`src/rtl/fetch_unit.sv`:
```
`default_nettype none
// ============================================================================
// Module   : fetch_unit
// Purpose  : RV32I IF stage - PC, imem req/ready handshake, skid buffer, IF/ID.
//            Optional macro FETCH_PERF_CNT_EN adds fetch/bubble counters.
// Revision : 1.0
// ============================================================================
module fetch_unit #(
   parameter logic [31:0] RESET_PC  = 32'h0000_0000,
   parameter logic [31:0] NOP_INSTR = 32'h0000_0013
) (
   input  logic        clk,
   input  logic        rst,
   input  logic        StallF,
   input  logic        StallD,
   input  logic        PCSrcE,
   input  logic [31:0] PCTargetE,
   output logic        imem_req,
   output logic [31:0] imem_addr,
   input  logic        imem_ready,
   input  logic [31:0] imem_rdata,
   output logic [31:0] InstrD,
   output logic [31:0] PCD,
   output logic [31:0] PCPlus4D,
   output logic        ValidD
`ifdef FETCH_PERF_CNT_EN
   ,
   output logic [31:0] fetch_count,
   output logic [31:0] bubble_count
`endif
);

   typedef enum logic [1:0] {
      S_FETCH = 2'd0,
      S_HOLD  = 2'd1,
      S_DRAIN = 2'd2
   } state_t;

   state_t      r_state;
   logic [31:0] r_pcf;
   logic [31:0] r_req_addr;
   logic [31:0] r_skid;
   logic [31:0] r_skid_pc;
   logic        r_pending;   // request raised earlier in FETCH, not yet accepted

   logic        w_req;
   logic        w_accept;
   logic [31:0] w_addr_p4;
   logic        w_ld;
   logic        w_ld_valid;
   logic [31:0] w_ld_instr;
   logic [31:0] w_ld_pc;

   assign w_req     = !rst && (((r_state == S_FETCH) && (r_pending || !StallF)) ||
                               (r_state == S_DRAIN));
   assign w_accept  = w_req && imem_ready;
   assign w_addr_p4 = r_req_addr + 32'd4;
   assign imem_req  = w_req;
   assign imem_addr = r_req_addr;

   // IF/ID load decision: a redirect always forces a bubble, StallD otherwise holds.
   always_comb begin
      w_ld       = 1'b0;
      w_ld_valid = 1'b0;
      w_ld_instr = NOP_INSTR;
      w_ld_pc    = r_req_addr;
      case (r_state)
         S_FETCH: begin
            if (PCSrcE) begin
               w_ld = 1'b1;
            end else if (!StallD) begin
               w_ld = 1'b1;
               if (w_accept) begin
                  w_ld_valid = 1'b1;
                  w_ld_instr = imem_rdata;
               end
            end
         end
         S_HOLD: begin
            if (PCSrcE) begin
               w_ld = 1'b1;
            end else if (!StallD) begin
               w_ld       = 1'b1;
               w_ld_valid = 1'b1;
               w_ld_instr = r_skid;
               w_ld_pc    = r_skid_pc;
            end
         end
         S_DRAIN: begin
            w_ld = PCSrcE || !StallD;
         end
         default: begin
            w_ld = 1'b0;
         end
      endcase
   end

   always_ff @(posedge clk) begin
      if (rst) begin
         r_state    <= S_FETCH;
         r_pcf      <= RESET_PC;
         r_req_addr <= RESET_PC;
         r_skid     <= NOP_INSTR;
         r_skid_pc  <= 32'd0;
         r_pending  <= 1'b0;
      end else begin
         case (r_state)
            S_FETCH: begin
               if (PCSrcE) begin
                  r_pcf     <= PCTargetE;
                  r_pending <= 1'b0;
                  // An unaccepted request must finish on its old address first.
                  if (w_req && !imem_ready) begin
                     r_state <= S_DRAIN;
                  end else begin
                     r_req_addr <= PCTargetE;
                  end
               end else if (w_accept) begin
                  r_pcf      <= w_addr_p4;
                  r_req_addr <= w_addr_p4;
                  r_pending  <= 1'b0;
                  if (StallD) begin
                     r_skid    <= imem_rdata;
                     r_skid_pc <= r_req_addr;
                     r_state   <= S_HOLD;
                  end
               end else begin
                  r_pending <= w_req;
               end
            end
            S_HOLD: begin
               if (PCSrcE) begin
                  r_pcf      <= PCTargetE;
                  r_req_addr <= PCTargetE;
                  r_skid     <= NOP_INSTR;
                  r_state    <= S_FETCH;
               end else if (!StallD) begin
                  r_state <= S_FETCH;
               end
            end
            S_DRAIN: begin
               if (PCSrcE) begin
                  r_pcf <= PCTargetE;
               end
               if (imem_ready) begin
                  r_state    <= S_FETCH;
                  r_req_addr <= PCSrcE ? PCTargetE : r_pcf;
               end
            end
            default: begin
               r_state <= S_FETCH;
            end
         endcase
      end
   end

   always_ff @(posedge clk) begin
      if (rst) begin
         InstrD   <= NOP_INSTR;
         PCD      <= 32'd0;
         PCPlus4D <= 32'd0;
         ValidD   <= 1'b0;
      end else if (w_ld) begin
         InstrD <= w_ld_instr;
         ValidD <= w_ld_valid;
         if (w_ld_valid) begin
            PCD      <= w_ld_pc;
            PCPlus4D <= w_ld_pc + 32'd4;
         end
      end
   end

`ifdef FETCH_PERF_CNT_EN
   always_ff @(posedge clk) begin
      if (rst) begin
         fetch_count  <= 32'd0;
         bubble_count <= 32'd0;
      end else if (w_ld) begin
         if (w_ld_valid) begin
            fetch_count <= fetch_count + 32'd1;
         end else begin
            bubble_count <= bubble_count + 32'd1;
         end
      end
   end
`endif

endmodule
`default_nettype wire

```
`config.mk`:
```
export PLATFORM = sky130hd
export DESIGN_NAME = fetch_unit
export DESIGN_NICKNAME = d
export VERILOG_FILES = /design/src/rtl/fetch_unit.sv
export SDC_FILE = /design/constraint.sdc
export NUM_CORES = 1
export LEC_CHECK = 0
export CAP_MARGIN = 20
export CORE_MARGIN = 5
export CORE_UTILIZATION = 45
export DETAILED_ROUTE_END_ITERATION = 16
export GPL_TIMING_DRIVEN = 0
export PLACE_DENSITY = 0.79
export SYNTH_ARGS = -nofsm -noshare
export SYNTH_HDL_FRONTEND = slang
export SYNTH_SLANG_ARGS = --single-unit
```
`constraint.sdc`:
```
create_clock -name clk -period 5.1 [get_ports clk]
set_input_delay 1.53 -clock clk [delete_from_list [all_inputs] [get_ports clk]]
set_output_delay 1.53 -clock clk [all_outputs]
set_load 0.05 [all_outputs]
```
Word level (Yosys, flattened, before mapping) --
Cells that the tools add are included.
Operators by class: $add $sub $neg 2, eq/ne operators 12, multiplexer cells 41, bitwise operators 1, reductions and logical operators 23
Operators by type and width (number):
- $mux W32 | 19
- $pmux W32 S2 | 3
- $pmux W32 S3 | 1
- $add A32 B3 Y32 const B | 2
- $reduce_and A5 Y1 | 3
- $mux W2 | 7
- $ne A3 B3 Y1 const B | 4
- $ne A2 B2 Y1 const B | 5
- $mux W1 | 8
- $pmux W2 S3 | 1
- $logic_and A1 B1 Y1 | 4
- $logic_not A1 Y1 | 4
- $pmux W1 S2 | 2
- $reduce_and A2 Y1 | 2
- $reduce_bool A2 Y1 | 2
- $reduce_or A2 Y1 | 2
- $logic_or A1 B1 Y1 | 3
- $ne A3 B2 Y1 const B | 1
- $reduce_and A3 Y1 | 1
- $reduce_bool A3 Y1 | 1
- $eq A2 B1 Y1 const B | 1
- $eq A2 B2 Y1 const B | 1
- $logic_not A2 Y1 | 1
- $not A1 Y1 | 1
Word-level totals: bits in registers 228, bits of input ports 70, word-level logic and storage cells 89

Longest topological paths before layout --
depth in word-level cells 11, mapped depth 16

Least setup slack after synthesis --
OpenSTA, ideal clock, no wires.
path type input to register, from input port PCSrcE, to register PCPlus4D[22], arrival time 4.193 ns, data required time 4.958 ns, setup slack 0.765 ns, cell stages on the path 13, path buffers 6, cells stage by stage nor3b_1 > buf_2 > buf_2 > buf_2 > buf_2 > nand2_1 > nand2_1 > ha_1 > clkbuf_1 > o211ai_1 > clkbuf_1 > o311ai_0 > o311ai_1
Between the ends: cells in the longest elaborated chain, start to end 3, elaborated cells on any way between the ends 10
Ends and longest elaborated chain:
- from (decl) | line 16 | input logic PCSrcE,
- $mux W32 | line 80 | if (PCSrcE) begin
- $mux W32 | line 67 | case (r_state)
- via w_ld_pc[3] | line 52 | logic [31:0] w_ld_pc;
- $add A32 B3 Y32 | line 168 | PCPlus4D <= w_ld_pc + 32'd4;
- to (signal assigned) | line 168
- to (decl) | line 24 | output logic [31:0] PCPlus4D,
The timed path passes the listed nets, and every way through them passes these cells. A chain may end at the register's enable or synchronous reset.

Worst setup path in the final report --
from input port rst, to output port imem_req
Between the ends: cells in the longest elaborated chain, start to end 2
Ends and longest elaborated chain:
- from (decl) | line 13 | input logic rst,
- $logic_not A1 Y1 | line 54 | assign w_req = !rst && (((r_state == S_FETCH) && (r_pending || !StallF)) ||
- $logic_and A1 B1 Y1 | line 54
- to (decl) | line 18 | output logic imem_req,
No other way between the ends.

==> results.txt <==
Crit end category: output port
Total track usage: 29.4%
Power share of the combinational group: 20.5%
Distinct cell type count after synthesis: 69
Die Y-Extent: 174 µm
CTS tree: built
Fillers: 2392
Total CTS buffers: 26
Crit path launch type: input pin
Post-synth EDFFs: 0
Reg power frac: 39.5%
Post-synth top area cell: dfxtp_1
Synth-to-Final Area Change: 27.7%
Synth top area share: 37.5%
Slew margin rel.: 29.2%
Detailed-route DRC error count: 0
Final hold vios: 0
First-pass GRT wire length: 72200 µm
Top-count cell post-synth: dfxtp_1
Peak supply drop: 0.208 mV
CP Max Fanout: 6
Drt wl/cell: 22.7 µm
I/O Pins: 200
Max Freq: 0.202 GHz
Met2 WL: 21100 µm
PwrDens: 318 mW/mm²
Number of diodes: 0
Top FF cell, synth: dfxtp_1
Top routing layer in use: met4
Syn Nets: 1580
Setup-failing EPs final: 0
Die width: 174 µm
Post-Route WL: 47400 µm
Hold Path Class: reg2reg
Final-stage net count: 1807
Worst-Margin Slew: 1050 ps
Register Area: 0.00452 mm²
Post-Synth XOR/XNOR Area: 1.45%
Number of global-route vias before repair: 12885
Met3 routed WL: 5230 µm
Synth Area in Compound Gates: 26.8%
Starting Density: 45.3%
Mux cell area share after synthesis: 6.66%
Clock Path Buffers: 3
Clock slew at reported path FFs: 50 ps
Final Wtd Congestion: 0.975
DR iter-0 viols: 1718
Sw Pwr: 0.00153 W
Placed cells: 2044
Min-delay src: PCPlus4D[13]$_SDFFE_PP0P_
Synth Area in Adders: 0.622%
Worst r2r src: r_state[1]$_SDFFE_PP0P_
Post-CTS Hold Buffers: 0
Root buffer cell: clkbuf_16
Routed Antenna Nets: 0
Clk_lat worst skew: 550 ps
Status: finished clean
Vias: 13368
Worst endpoint required time: 3570 ps
Leak: 5.08 nW
RSZ-0062 raised after global routing: no
Layout cells sized above 1: 6.11%
Switching share of total power: 31.2%
Multi-input gate area: 0.00689 mm²
FFs w/ async S/R, synth: 0%
DP HPWL: 35100 µm
Post-route minimum period: 4960 ps
Simple-gate share of the synthesized area: 21.4%
Clk pwr share: 40.0%
Worst Skew: 16.0 ps
Via density: 6.39
Die area: 0.0302 mm²
Crit path from: rst
Post-route core utilization: 57.8%
Finished Cell Area: 0.0154 mm²
Pins Over Slew Limit: 0
Sequential area share after synthesis: 37.5%
Ranking of synthesized cells by area: dfxtp_1 37%, nand2_1 5.2%, mux2i_1 4.9%
Grt ovf: 0
Dpl cell area: 0.0145 mm²
Top post-synthesis cells by count: 226 x dfxtp_1, 167 x nand2_1, 132 x nor2_1, 125 x clkbuf_1, 112 x a21oi_1
CTS sink cnt: 226
Pin count of the biggest net entering global routing: 14
Max_cap viols: 0
Int Pwr: 0.00337 W
IO Port Bufs: 199
Met1 Wirelength: 18300 µm
# rows: 60
TritonRoute pass-1 iters: 6
Flops & latches, synth: 226
Filler-free cell count of the finished design: 2091
Placeable Area: 0.0267 mm²
Type of the worst setup path: in2out
Synth Warn #: 0
Initial antenna violation count: 0
Syn_area_per_cell: 8.03 µm²
WP data arrival: 3430 ps
Tcrit/Tclk final: 97.2%
H-tree depth: 1
Main combinational cell family by area after synthesis: compound AO/OA/AOI/OAI gates
Syn Std Cell Area: 0.0121 mm²
Syn Inst Count: 1504
==> layout by cell type, fill, tap and decap left out, drive strengths merged, types with 12 or more instances in the layout <==
cell type and n:
o21a 14, o21ai 73, o31a 12, clkdlybuf4s50 199
a21oi 112, mux2i 59, nor3 15, nor4 24
a211oi 29, or3 15, nand3 50, a31oi 28
nand4 21, nor2b 33, a22oi 35, o311ai 20
nand2b 16, a32oi 15, nand2 167, inv 15
nor2 132, a2bb2oi 29, buf 32, dfxtp 226
clkbuf 166, mux2 19, and3 15
==> logic make-up (layout without fill, tap and decap cells) <==
group | after synthesis | in the layout
compound gates | 467 | 467
xor+xnor | 20 | 20
fa+ha+maj | 6 | 6
buf+inv | 171 | 417
flops | 226 | 226
mux | 78 | 78
simple gates | 536 | 536
==> final timing paths <==
check	slack [ps]	end	cells past startpoint
setup reg to reg	990	PCPlus4D[26]$_SDFFE_PP0P_	14
hold / removal	450	PCPlus4D[13]$_SDFFE_PP0P_	2
hold reg to reg	450	PCPlus4D[13]$_SDFFE_PP0P_	2
setup / recovery	140	imem_req	4
==> sequential cells by signal, summed over array words and instances (netlist names), 2 cells and up <==
| name | cells |
|---|---|
| InstrD | 32 |
| PCD | 32 |
| PCPlus4D | 30 |
| imem_addr | 32 |
| r_pcf | 32 |
| r_skid | 32 |
| r_skid_pc | 32 |
| r_state | 2 |
==> area by class of cell <==
type	instances	share of cell area (%)
clock buffers	42	5.26
multi-input cells	1107	44.7
plain buffers	155	4.02
repair buffers	200	13.0
clock inverters	5	0.560
well taps	341	2.77
flip-flops and latches	226	29.4
inverters	15	0.365
==> timing repair <==
action                                  in CTS  in global routing
setup buffers                                1                  0
pin swaps                                    1                  0
endpoints found under the setup margin      11                  9
resized for setup                            4                  3
cloned                                       0                  0
==> layer usage <==
metal,track usage [%],up-vias
met5,0,-
met4,15.5,0
met3,6.94,191
met2,46.4,875
met1,37.5,6293
li1,-,6009
==> metrics by stage <==
step	TNS [ps]	setup WS (ps)	hold WS [ps]	total power (W)
floorplan	0	765	431	0.00255
global placement	-11890	-1170	442	0.00293
detailed placement	-12310	-1200	447	0.00294
CTS	0	61.6	455	0.00487
global route	0	32.3	483	0.00503
finish	0	145	454	0.00489
==> power groups by stage <==
stage	Sequential [W]	Clock [W]	Combinational, W
after floorplan	0.00210	0	0.000454
after global placement	0.00197	0	0.000962
after detailed placement	0.00197	0	0.000973
after CTS	0.00193	0.00196	0.000978
after global routing	0.00194	0.00204	0.00106
final	0.00193	0.00196	0.00100
==> critical path: stages <==
cell	delay, ps
clkdlybuf4s50_1	640
o21bai_1	310
nor2_1	130
clkdlybuf4s50_1	810
(Power assumes the default switching activity.)
